<file path="src/rtl/sa_pkg.sv">
// Shared types and widths for the systolic-array sequencer slice.
package sa_pkg;

   typedef enum logic [2:0] {
      IDLE,
      LOAD,
      FLUSH,
      COMPUTE,
      DONE
   } sa_seq_state_t;

   localparam int SA_DIM    = 8;
   localparam int SA_DATA_W = 16;
   localparam int SA_IDX_W  = 5;
   localparam int SA_SEL_W  = 4;

endpackage

</file>
<file path="src/rtl/sa_sequencer_if.sv">
// Valid/ready operand stream from the host/DMA source into the sequencer.
interface sa_sequencer_if;
   import sa_pkg::*;

   logic                 s_valid;
   logic                 s_ready;
   logic [SA_DATA_W-1:0] s_data;

   modport master (output s_valid, output s_data, input s_ready);
   modport slave  (input s_valid, input s_data, output s_ready);

endinterface

</file>
<file path="src/rtl/sa_load_addr_gen.sv">
// Operand write address: idx counts first, wraps at DEPTH-1 and bumps reg_select.
module sa_load_addr_gen
   import sa_pkg::*;
#(
   parameter int DEPTH    = 32,
   parameter int NUM_REGS = 16
) (
   input  logic                i_clk,
   input  logic                i_rst,
   input  logic                i_clear,
   input  logic                i_advance,
   output logic [SA_IDX_W-1:0] o_idx,
   output logic [SA_SEL_W-1:0] o_sel,
   output logic                o_last
);

   localparam int IDX_W = (DEPTH > 1) ? $clog2(DEPTH) : 1;
   localparam int SEL_W = (NUM_REGS > 1) ? $clog2(NUM_REGS) : 1;

   logic [IDX_W-1:0] r_idx;
   logic [SEL_W-1:0] r_sel;
   logic             w_idx_wrap;

   assign w_idx_wrap = (r_idx == IDX_W'(DEPTH - 1));

   always_ff @(posedge i_clk or posedge i_rst) begin
      if (i_rst) begin
         r_idx <= '0;
         r_sel <= '0;
      end else if (i_clear) begin
         r_idx <= '0;
         r_sel <= '0;
      end else if (i_advance) begin
         if (w_idx_wrap) begin
            r_idx <= '0;
            r_sel <= r_sel + 1'b1;
         end else begin
            r_idx <= r_idx + 1'b1;
         end
      end
   end

   assign o_idx  = SA_IDX_W'(r_idx);
   assign o_sel  = SA_SEL_W'(r_sel);
   assign o_last = w_idx_wrap && (r_sel == SEL_W'(NUM_REGS - 1));

endmodule

</file>
<file path="src/rtl/sa_sequencer.sv">
// Load/flush/compute/done sequencer for one 8x8 systolic-array matmul.
// Optional SA_SEQ_PERF_EN adds LOAD-cycle and stall-cycle performance counters.
module sa_sequencer
   import sa_pkg::*;
#(
   parameter int DEPTH          = 32,
   parameter int NUM_REGS       = 16,
   parameter int COMPUTE_CYCLES = DEPTH + 2 * SA_DIM
) (
   input  logic                 CLK,
   input  logic                 RST,
   input  logic                 start,
   input  logic                 abort,
   sa_sequencer_if.slave        s_if,
   output logic                 sa_en,
   output logic                 rf_en,
   output logic                 sa_write,
   output logic [SA_IDX_W-1:0]  sa_idx,
   output logic [SA_DATA_W-1:0] sa_din,
   output logic [SA_SEL_W-1:0]  sa_reg_select,
   output logic                 busy,
   output logic                 done
`ifdef SA_SEQ_PERF_EN
   ,
   output logic [31:0]          perf_load_cycles,
   output logic [31:0]          perf_stall_cycles
`endif
);

   localparam int CNT_W = $clog2(COMPUTE_CYCLES + 1);

   sa_seq_state_t        r_state;
   logic                 r_en, r_rf_en, r_write, r_ready, r_busy, r_done;
   logic [SA_IDX_W-1:0]  r_idx;
   logic [SA_DATA_W-1:0] r_din;
   logic [SA_SEL_W-1:0]  r_sel;
   logic [CNT_W-1:0]     r_cnt;

   logic                 w_hs, w_last, w_clear;
   logic [SA_IDX_W-1:0]  w_idx;
   logic [SA_SEL_W-1:0]  w_sel;

   // r_ready is high exactly while in LOAD, so it doubles as the state qualifier.
   assign w_hs    = r_ready && s_if.s_valid;
   assign w_clear = (r_state == IDLE);

   sa_load_addr_gen #(
      .DEPTH    (DEPTH),
      .NUM_REGS (NUM_REGS)
   ) u_addr (
      .i_clk     (CLK),
      .i_rst     (RST),
      .i_clear   (w_clear),
      .i_advance (w_hs),
      .o_idx     (w_idx),
      .o_sel     (w_sel),
      .o_last    (w_last)
   );

   always_ff @(posedge CLK or posedge RST) begin
      if (RST) begin
         r_state <= IDLE;
         r_en    <= 1'b0;
         r_rf_en <= 1'b0;
         r_write <= 1'b0;
         r_ready <= 1'b0;
         r_busy  <= 1'b0;
         r_done  <= 1'b0;
         r_idx   <= '0;
         r_din   <= '0;
         r_sel   <= '0;
         r_cnt   <= '0;
      end else if (abort) begin
         r_state <= IDLE;
         r_en    <= 1'b0;
         r_rf_en <= 1'b0;
         r_write <= 1'b0;
         r_ready <= 1'b0;
         r_busy  <= 1'b0;
         r_done  <= 1'b0;
      end else begin
         case (r_state)
            IDLE: begin
               if (start) begin
                  r_state <= LOAD;
                  r_en    <= 1'b1;
                  r_rf_en <= 1'b1;
                  r_write <= 1'b1;
                  r_ready <= 1'b1;
                  r_busy  <= 1'b1;
               end
            end
            LOAD: begin
               if (w_hs) begin
                  r_din <= s_if.s_data;
                  r_idx <= w_idx;
                  r_sel <= w_sel;
                  if (w_last) begin
                     r_state <= FLUSH;
                     r_ready <= 1'b0;
                  end
               end
            end
            FLUSH: begin
               r_state <= COMPUTE;
               r_write <= 1'b0;
               r_cnt   <= '0;
            end
            COMPUTE: begin
               if (r_cnt == CNT_W'(COMPUTE_CYCLES - 1)) begin
                  r_state <= DONE;
                  r_en    <= 1'b0;
                  r_rf_en <= 1'b0;
                  r_busy  <= 1'b0;
                  r_done  <= 1'b1;
               end else begin
                  r_cnt <= r_cnt + 1'b1;
               end
            end
            DONE: begin
               r_state <= IDLE;
               r_done  <= 1'b0;
            end
            default: r_state <= IDLE;
         endcase
      end
   end

`ifdef SA_SEQ_PERF_EN
   logic [31:0] r_perf_load, r_perf_stall;

   always_ff @(posedge CLK or posedge RST) begin
      if (RST) begin
         r_perf_load  <= '0;
         r_perf_stall <= '0;
      end else if (r_state == IDLE && start && !abort) begin
         r_perf_load  <= '0;
         r_perf_stall <= '0;
      end else if (r_state == LOAD) begin
         if (r_perf_load != '1) r_perf_load <= r_perf_load + 1'b1;
         if (!s_if.s_valid && r_perf_stall != '1) r_perf_stall <= r_perf_stall + 1'b1;
      end
   end

   assign perf_load_cycles  = r_perf_load;
   assign perf_stall_cycles = r_perf_stall;
`endif

   assign s_if.s_ready  = r_ready;
   assign sa_en         = r_en;
   assign rf_en         = r_rf_en;
   assign sa_write      = r_write;
   assign sa_idx        = r_idx;
   assign sa_din        = r_din;
   assign sa_reg_select = r_sel;
   assign busy          = r_busy;
   assign done          = r_done;

endmodule

</file>
<file path="src/flat_wrapper.sv">
// flat-port wrapper written by rule: the top's interface ports become plain ports
module sa_sequencer_flat import sa_pkg::*;
#(
   parameter int DEPTH          = 32,
   parameter int NUM_REGS       = 16,
   parameter int COMPUTE_CYCLES = DEPTH + 2 * SA_DIM
)
  (CLK, RST, start, abort, sa_en, rf_en, sa_write, sa_idx, sa_din, sa_reg_select, busy, done, s_if_s_valid, s_if_s_data, s_if_s_ready);
  sa_sequencer_if s_if_i ();
  input  logic CLK;
  input  logic RST;
  input  logic start;
  input  logic abort;
  output logic sa_en;
  output logic rf_en;
  output logic sa_write;
  output logic [SA_IDX_W-1:0] sa_idx;
  output logic [SA_DATA_W-1:0] sa_din;
  output logic [SA_SEL_W-1:0] sa_reg_select;
  output logic busy;
  output logic done;
  input wire logic [$bits(s_if_i.s_valid)-1:0] s_if_s_valid;
  input wire logic [$bits(s_if_i.s_data)-1:0] s_if_s_data;
  output wire logic [$bits(s_if_i.s_ready)-1:0] s_if_s_ready;
  assign s_if_i.s_valid = s_if_s_valid;
  assign s_if_i.s_data = s_if_s_data;
  assign s_if_s_ready = s_if_i.s_ready;
  sa_sequencer #(.DEPTH(DEPTH), .NUM_REGS(NUM_REGS), .COMPUTE_CYCLES(COMPUTE_CYCLES)) u_core (.CLK(CLK), .RST(RST), .start(start), .abort(abort), .s_if(s_if_i), .sa_en(sa_en), .rf_en(rf_en), .sa_write(sa_write), .sa_idx(sa_idx), .sa_din(sa_din), .sa_reg_select(sa_reg_select), .busy(busy), .done(done));
endmodule
</file>
<file path="config.mk">
export PLATFORM = sky130hd
export DESIGN_NAME = sa_sequencer_flat
export DESIGN_NICKNAME = d
export VERILOG_FILES = /design/src/rtl/sa_pkg.sv /design/src/rtl/sa_sequencer_if.sv /design/src/rtl/sa_load_addr_gen.sv /design/src/rtl/sa_sequencer.sv /design/src/flat_wrapper.sv
export SDC_FILE = /design/constraint.sdc
export NUM_CORES = 1
export LEC_CHECK = 0
export ABC_CLOCK_PERIOD_IN_PS = 2300
export CAP_MARGIN = 0
export CORE_UTILIZATION = 24
export CTS_BUF_LIST = sky130_fd_sc_hd__clkbuf_2 sky130_fd_sc_hd__clkbuf_4 sky130_fd_sc_hd__clkbuf_8
export CTS_CLUSTER_SIZE = 24
export DETAILED_ROUTE_END_ITERATION = 7
export MAX_ROUTING_LAYER = met4
export PLACE_DENSITY = 0.43
export SLEW_MARGIN = 20
export SYNTH_ARGS = -nofsm -noshare
export SYNTH_HDL_FRONTEND = slang
export SYNTH_HIERARCHICAL = 1
export SYNTH_SLANG_ARGS = --single-unit
</file>
<file path="constraint.sdc">
create_clock -name CLK -period 2.3 [get_ports CLK]
set_clock_uncertainty 0.2 [all_clocks]
set_input_delay 0.46 -clock CLK [delete_from_list [all_inputs] [get_ports CLK]]
set_output_delay 0.46 -clock CLK [all_outputs]
set_load 0.01 [all_outputs]
</file>
==> impl_metrics.ini, run 1 <==
[clock_tree]
clkLatencyLatePin_ps = 290
cts-buffers-inserted = 5
clk_path_buf_depth = 2
cts_setup_buffers = 0
cts_max_level = 2
cts.sink_count = 47
path_clk_slew_ps = 90
holdBufCountCts = 0
cts_root_buf = clkbuf_8
cts_tree = done
post_cts_resize_count = 0

[synthesis]
synth.net_count = 202
synth_ff_type = dfrtp_1
warnings_from_yosys = 6
cell_area_after_technology_mapping_um2 = 2180
seq_area_frac_synth_pct = 54.1
asyncSetResetFlopFracSynth_pct = 100
synth_area_per_cell_um2 = 12.3
post_synth_num_cell_types = 48
synth_enable_flop_cells = 0
ys_ff_latch = 47
synth_cells = 177

[routing]
via_count = 1551
postRouteAntennaNets = 0
routed_via_density = 4.51
drt-initial-drc-count = 59
dr_pass1_iterations = 4
wl_per_cell_um = 13.7
post-route-drc-count = 0
routed_wirelength_um = 4700

[global_routing]
pin_count_of_the_biggest_net_entering_global_routing = 39
antenna_found_initial = 0
grt_pass1_vias = 1606
grt_first_pass_wirelength_um = 8050
grt_overflow_total = 0
tot_gr_track_use_pct = 10.9

[finish]
mostFrequentLayoutCells = 51 x clkdlybuf4s50_1, 47 x dfrtp_1, 25 x mux2_2
layoutNonFillerInstCount = 344
num-nets-final = 260
postLayoutCellArea_um2 = 2970
layout-area-overhead-vs-synth_pct = 36.4
antenna-diode-count = 0
layout.cells.most_common = clkdlybuf4s50_1
post_route_cells_drive_above_1_share_pct = 22.0

[critical_path]
criticalPathCategory = reg2reg
timing.reg2reg.setup_slack_ps = 260
worstPathMaxFanout = 9
worstPathArrival_ps = 2020
cp.required_ps = 2280
cp-end-kind = flop
worst_r2r_startpoint = u_core/u_addr/o_idx[1]
worst-r2r-cell-count = 7
endpoint_of_the_lowest_slack_register_to_register_path = u_core/s_if.s_ready
critical_path.startpoint_type = flop

[min_path]
worstHoldPathType = in2async

[job]
cap_viol_max_count = 0

[power_and_ir_drop]
fin_total_pwr_mw = 2.22
max-vdd-ir-drop_uv = 254
static-leakage-power_nw = 1.27
cellPowerDensity_nw_per_um2 = 749

[status]
status = finished clean

[floorplanning]
die_area_um2 = 9450
initial_utilization_pct = 24.8
die_height_um = 97.2
num_rows = 34
floorplan.die.width_um = 97.2
num_io_pins = 52
placeable_core_area_um2 = 8760

[timing]
worst_slew_margin_relative_to_its_limit_pct = 66.2
setup_repair_after_global_routing_missed_its_margin = false
worst_hold_slack_ps = 262
period_minus_slack_ps = 2040
finalHoldViolations = 0
slew_viol_final = 0
fmax_ghz = 0.491
layout_worst_path_cycle_share_pct = 88.6
worst_slew_pin_slew_ps = 507
setup_total_negative_slack_ps = 0
setup-violations-final = 0

[place]
finalWeightedCongestion = 0.716
dpl.hpwl_um = 3340
dpl-instance-area_um2 = 2830
portBuffers = 51
dp_cells = 336
## worst max-delay path, cell delays in order (launching register included)
cell,delay (ps)
dfrtp_1,420
ha_1,220
and3_1,170
ha_2,250
and4_2,260
nand3_1,110
o31ai_1,210
a21oi_1,90
## layer usage
metal / vias up / part of all wire [%] / GRT usage, %
met1: 761 / 48 / 14.1
met5: - / 0 / -
met2: 30 / 47 / 16.7
li1: 755 / - / -
met3: 5 / 3.4 / 2.37
met4: 0 / 1.7 / 4.07
## how the worst max path moves through the flow
stage                           start                 endpoint  slack (ps)  cells past startpoint
5_1_grt        u_core/u_addr/o_idx[1]      u_core/s_if.s_ready          70                      7
3_5_place_dp             s_if_s_valid  u_core/sa_reg_select[2]         110                      5
6_report       u_core/u_addr/o_idx[1]      u_core/s_if.s_ready         260                      7
3_3_place_gp             s_if_s_valid   u_core/u_addr/o_idx[3]         120                      5
2_1_floorplan  u_core/u_addr/o_idx[0]   u_core/u_addr/o_idx[3]         380                      5
4_1_cts        u_core/u_addr/o_idx[1]      u_core/s_if.s_ready         180                      7
## registers in the layout, indices dropped and copies added (netlist names)
signal and flops:
u_core/s_if.s_ready 1, u_core/sa_write 1, u_core/done 1, u_core/r_state 3
u_core/sa_din 16, u_core/u_addr/o_sel 4, u_core/r_cnt 6, u_core/busy 1
u_core/sa_idx 5, u_core/u_addr/o_idx 5, u_core/sa_reg_select 4
## kinds of logic (layout without fill, tap and decap cells)
group	Yosys count	after routing	share of synthesized area (%)
flops	47	47	54.1
simple gates	45	45	14.0
compound gates	35	35	9.83
mux	27	27	13.9
buf+inv	16	75	4.71
fa+ha+maj	4	4	2.30
xor+xnor	3	3	1.21
## cell usage after synthesis (all sizes together) (2+ instances only)
| cell | number | area share, % |
|---|---|---|
| nor3 | 4 | 0.92 |
| or4 | 3 | 1.0 |
| mux2 | 26 | 13 |
| nand3 | 9 | 2.9 |
| nor3b | 2 | 1.2 |
| nand3b | 3 | 1.0 |
| dfrtp | 47 | 54 |
| nand2 | 5 | 0.86 |
| and3b | 2 | 0.81 |
| o31ai | 2 | 0.69 |
| a31oi | 2 | 0.57 |
| o21ai | 8 | 1.8 |
| inv | 6 | 1.0 |
| ha | 4 | 2.3 |
| buf | 8 | 3.3 |
| nor2 | 8 | 1.7 |
| clkbuf | 2 | 0.35 |
| xor2 | 2 | 0.81 |
| a21oi | 13 | 3.0 |
## report_power, final
group	leakage, nW	switching, mW	internal, mW	total, mW
logic	0.590	0.183	0.320	0.503
registers	0.613	0.0625	0.941	1.00
clock network	0.0688	0.271	0.446	0.717
total	1.27	0.517	1.71	2.22
## metrics by stage
stage,setup WS [ps],util (%)
after floorplan,379,-
after global placement,118,32.3
after detailed placement,112,32.3
after CTS,179,33.8
after global routing,70.7,33.9
final,262,33.9
## cell type report
class                           instances  area, um2
Multi-Input combinational cell        114        900
Tap cell                              108        135
Timing Repair Buffer                   61        598
Clock buffer                            6       76.3
Inverter                                6       22.5
Sequential cell                        47       1180
Clock inverter                          2       60.1
Fill cell                             897       5800
Power figures use the tool's default switching activity.
==> inputs of run 2 (changes only) <==
--- a/config.mk
+++ b/config.mk
@@ -10,9 +10,10 @@
 export CORE_UTILIZATION = 24
 export CTS_BUF_LIST = sky130_fd_sc_hd__clkbuf_2 sky130_fd_sc_hd__clkbuf_4 sky130_fd_sc_hd__clkbuf_8
+export CTS_CLUSTER_DIAMETER = 150
 export CTS_CLUSTER_SIZE = 24
 export DETAILED_ROUTE_END_ITERATION = 7
 export MAX_ROUTING_LAYER = met4
 export PLACE_DENSITY = 0.43
-export SLEW_MARGIN = 20
+export SLEW_MARGIN = 15
 export SYNTH_ARGS = -nofsm -noshare
 export SYNTH_HDL_FRONTEND = slang
==> constraint.sdc (replaced) <==
create_clock -name CLK -period 2.3 [get_ports CLK]
set_clock_uncertainty 0.2 [all_clocks]
set_input_delay 0.46 -clock CLK [delete_from_list [all_inputs] [get_ports CLK]]
set_output_delay 0.46 -clock CLK [all_outputs]
set_load 0.005 [all_outputs]
==> results of run 2 <==
The final DEF is identical to that of run 1. Status: finished clean.
Main changes from that run: total power 2.22 mW -> 2.18 mW
==> inputs of run 3 (changes only) <==
CORE_UTILIZATION = 25   (was 24)
PLACE_DENSITY = 0.44   (was 0.43)
==> run 3 against run 2 <==
Compared with the run above:
- critical path depth unchanged
- register-to-register slack worse by 90 ps
- first-iteration DRC count up 27%
- non-clock buffer count decreased by 1
- utilization up 1.5 points
- via count is 0.58% lower
- setup slack worse by 89 ps
- hold slack got worse by 24 ps
- sequential power barely moved
- cell count down 1.2%
- routed wire length hardly changed
- sequential share of layout area increased by 0.46 points
- critical path type unchanged
==> impl_metrics.ini, run 3 (same netlist as run 1, synthesis figures left out) <==
[min_path]
worstHoldPathType = in2async

[critical_path]
critical_path_buf_inv_count = 0
endpoint_of_the_lowest_slack_register_to_register_path = u_core/s_if.s_ready
crit_path_top_delay_cell = dfrtp_1
timing.reg2reg.setup_slack_ps = 170
criticalPathCategory = reg2reg
top_family_by_delay_on_critical_path = simple AND/OR/NAND/NOR gates
crit_path_end = u_core/s_if.s_ready
worst_r2r_startpoint = u_core/u_addr/o_idx[1]
cp-end-kind = flop
cp-startpoint = u_core/u_addr/o_idx[1]
worstPathArrival_ps = 2120
worstPathMaxFanout = 9
worst-r2r-cell-count = 7
critical_path.startpoint_type = flop
critical_path_cell_count = 7
crit_path_cell_trace = ha_1 > and3_1 > ha_1 > and4_2 > nand3_1 > o31ai_1 > a21oi_1
cp.required_ps = 2290
cp_slowest_stage_delay_ps = 410
crit_path_frequent_cell = ha_1

[routing]
routed_via_density = 4.54
post-route-drc-count = 0
dr_pass1_iterations = 4
routed_wirelength_um = 4690
postRouteAntennaNets = 0
drt-initial-drc-count = 75
via_count = 1542
wl_per_cell_um = 13.8

[power_and_ir_drop]
fin_total_pwr_mw = 2.09
cellPowerDensity_nw_per_um2 = 714
static-leakage-power_nw = 1.26
max-vdd-ir-drop_uv = 337

[clock_tree]
cts_root_buf = clkbuf_8
clkLatencyLatePin_ps = 320
cts_tree = done
cts_max_level = 2
path_clk_slew_ps = 100
cts_setup_buffers = 0
cts.sink_count = 47
cts-buffers-inserted = 5
holdBufCountCts = 0
post_cts_resize_count = 0
clk_path_buf_depth = 2

[floorplanning]
num_rows = 33
floorplan.die.width_um = 95.3
die_height_um = 95.3
num_io_pins = 52
placeable_core_area_um2 = 8300
die_area_um2 = 9080
initial_utilization_pct = 26.2

[finish]
antenna-diode-count = 0
fill_cells = 851
layout-area-overhead-vs-synth_pct = 34.8
fin_util_pct = 35.4
layoutNonFillerInstCount = 340
num-nets-final = 259
largest_register_ff_count = 16
layout.cells.most_common = clkdlybuf4s50_1
mostFrequentLayoutCells = 51 x clkdlybuf4s50_1, 47 x dfrtp_1, 25 x mux2_2
post_route_cells_drive_above_1_share_pct = 21.3

[global_routing]
grt.met1_usage_pct = 15.6
pin_count_of_the_biggest_net_entering_global_routing = 39
grt_overflow_total = 0
grt_first_pass_wirelength_um = 7670
grt_use_met2_pct = 16.5
tot_gr_track_use_pct = 11.5
grt-busiest-layer = met2
groute.layer.met3.usage_pct = 2.23
grt_pass1_vias = 1523
antenna_found_initial = 0

[place]
dp_cells = 332
post-place-ws_ps = 152
finalWeightedCongestion = 0.699
dpl.hpwl_um = 3230
portBuffers = 51

[timing]
post-route-worst-setup-slack_ps = 173
setup_repair_after_global_routing_missed_its_margin = false
setup-violations-final = 0
worst_slew_pin_slew_ps = 521
slew_viol_final = 0
worst_slew_margin_relative_to_its_limit_pct = 65.3
layout_worst_path_cycle_share_pct = 92.5
finalHoldViolations = 0
fmax_ghz = 0.470
setup_total_negative_slack_ps = 0
period_minus_slack_ps = 2130

[job]
cap_viol_max_count = 0

[status]
status = finished clean
run 3: changes by cell type in the layout (fill, tap and decap cells not counted), sizes merged:
cell,before,now
clkinv,0,1
clkbuf,6,5
inv,6,7
buf,10,9
bufinv,2,1
run 3: routing by layer:
layer	up-vias	share of wire (%)
li1	756	-
met1	750	49
met2	30	46
met3	6	3.6
met4	0	1.9
met5	-	0
run 3: per-stage QoR:
stage | cell area [um2] | hold slack, ps
floorplan | 2180 | 87.9
global placement | 2820 | 280
detailed placement | 2820 | 285
CTS | 2930 | 249
global route | 2930 | 272
finish | 2930 | 238
run 3: final cells by class:
cell class              instances  area (um2)  area share (%)
repair buffers                 60         591            20.1
multi-input cells             114         897            30.6
clock inverters                 3        47.5            1.62
well taps                     105         131            4.48
clock buffers                   5        68.8            2.35
flip-flops and latches         47        1180            40.1
inverters                       6        22.5           0.768
run 3: worst reg2reg max path, delay by kind of cell (launching register included):
family	cells	cell delay, ps
AO/OA/AOI/OAI	2	320
adder cells (fa/ha/maj)	2	520
flip-flops	1	410
AND/OR/NAND/NOR	3	570
run 3: worst min-delay path by stage:
stage / endpoint / slack [ps] / cells past startpoint
3_5_place_dp: u_core/sa_din[13] / 290 / 1
4_1_cts: u_core/u_addr/o_sel[0] / 250 / 2
6_report: u_core/u_addr/o_sel[0] / 240 / 2
2_1_floorplan: u_core/u_addr/o_idx[0] / 90 / 1
5_1_grt: u_core/u_addr/o_sel[0] / 270 / 2
3_3_place_gp: u_core/sa_din[13] / 280 / 1
run 3: power breakdown:
part	leakage, nW	internal (mW)	switching [mW]
logic	0.587	0.316	0.137
registers	0.613	0.941	0.0639
clock network	0.0587	0.330	0.307
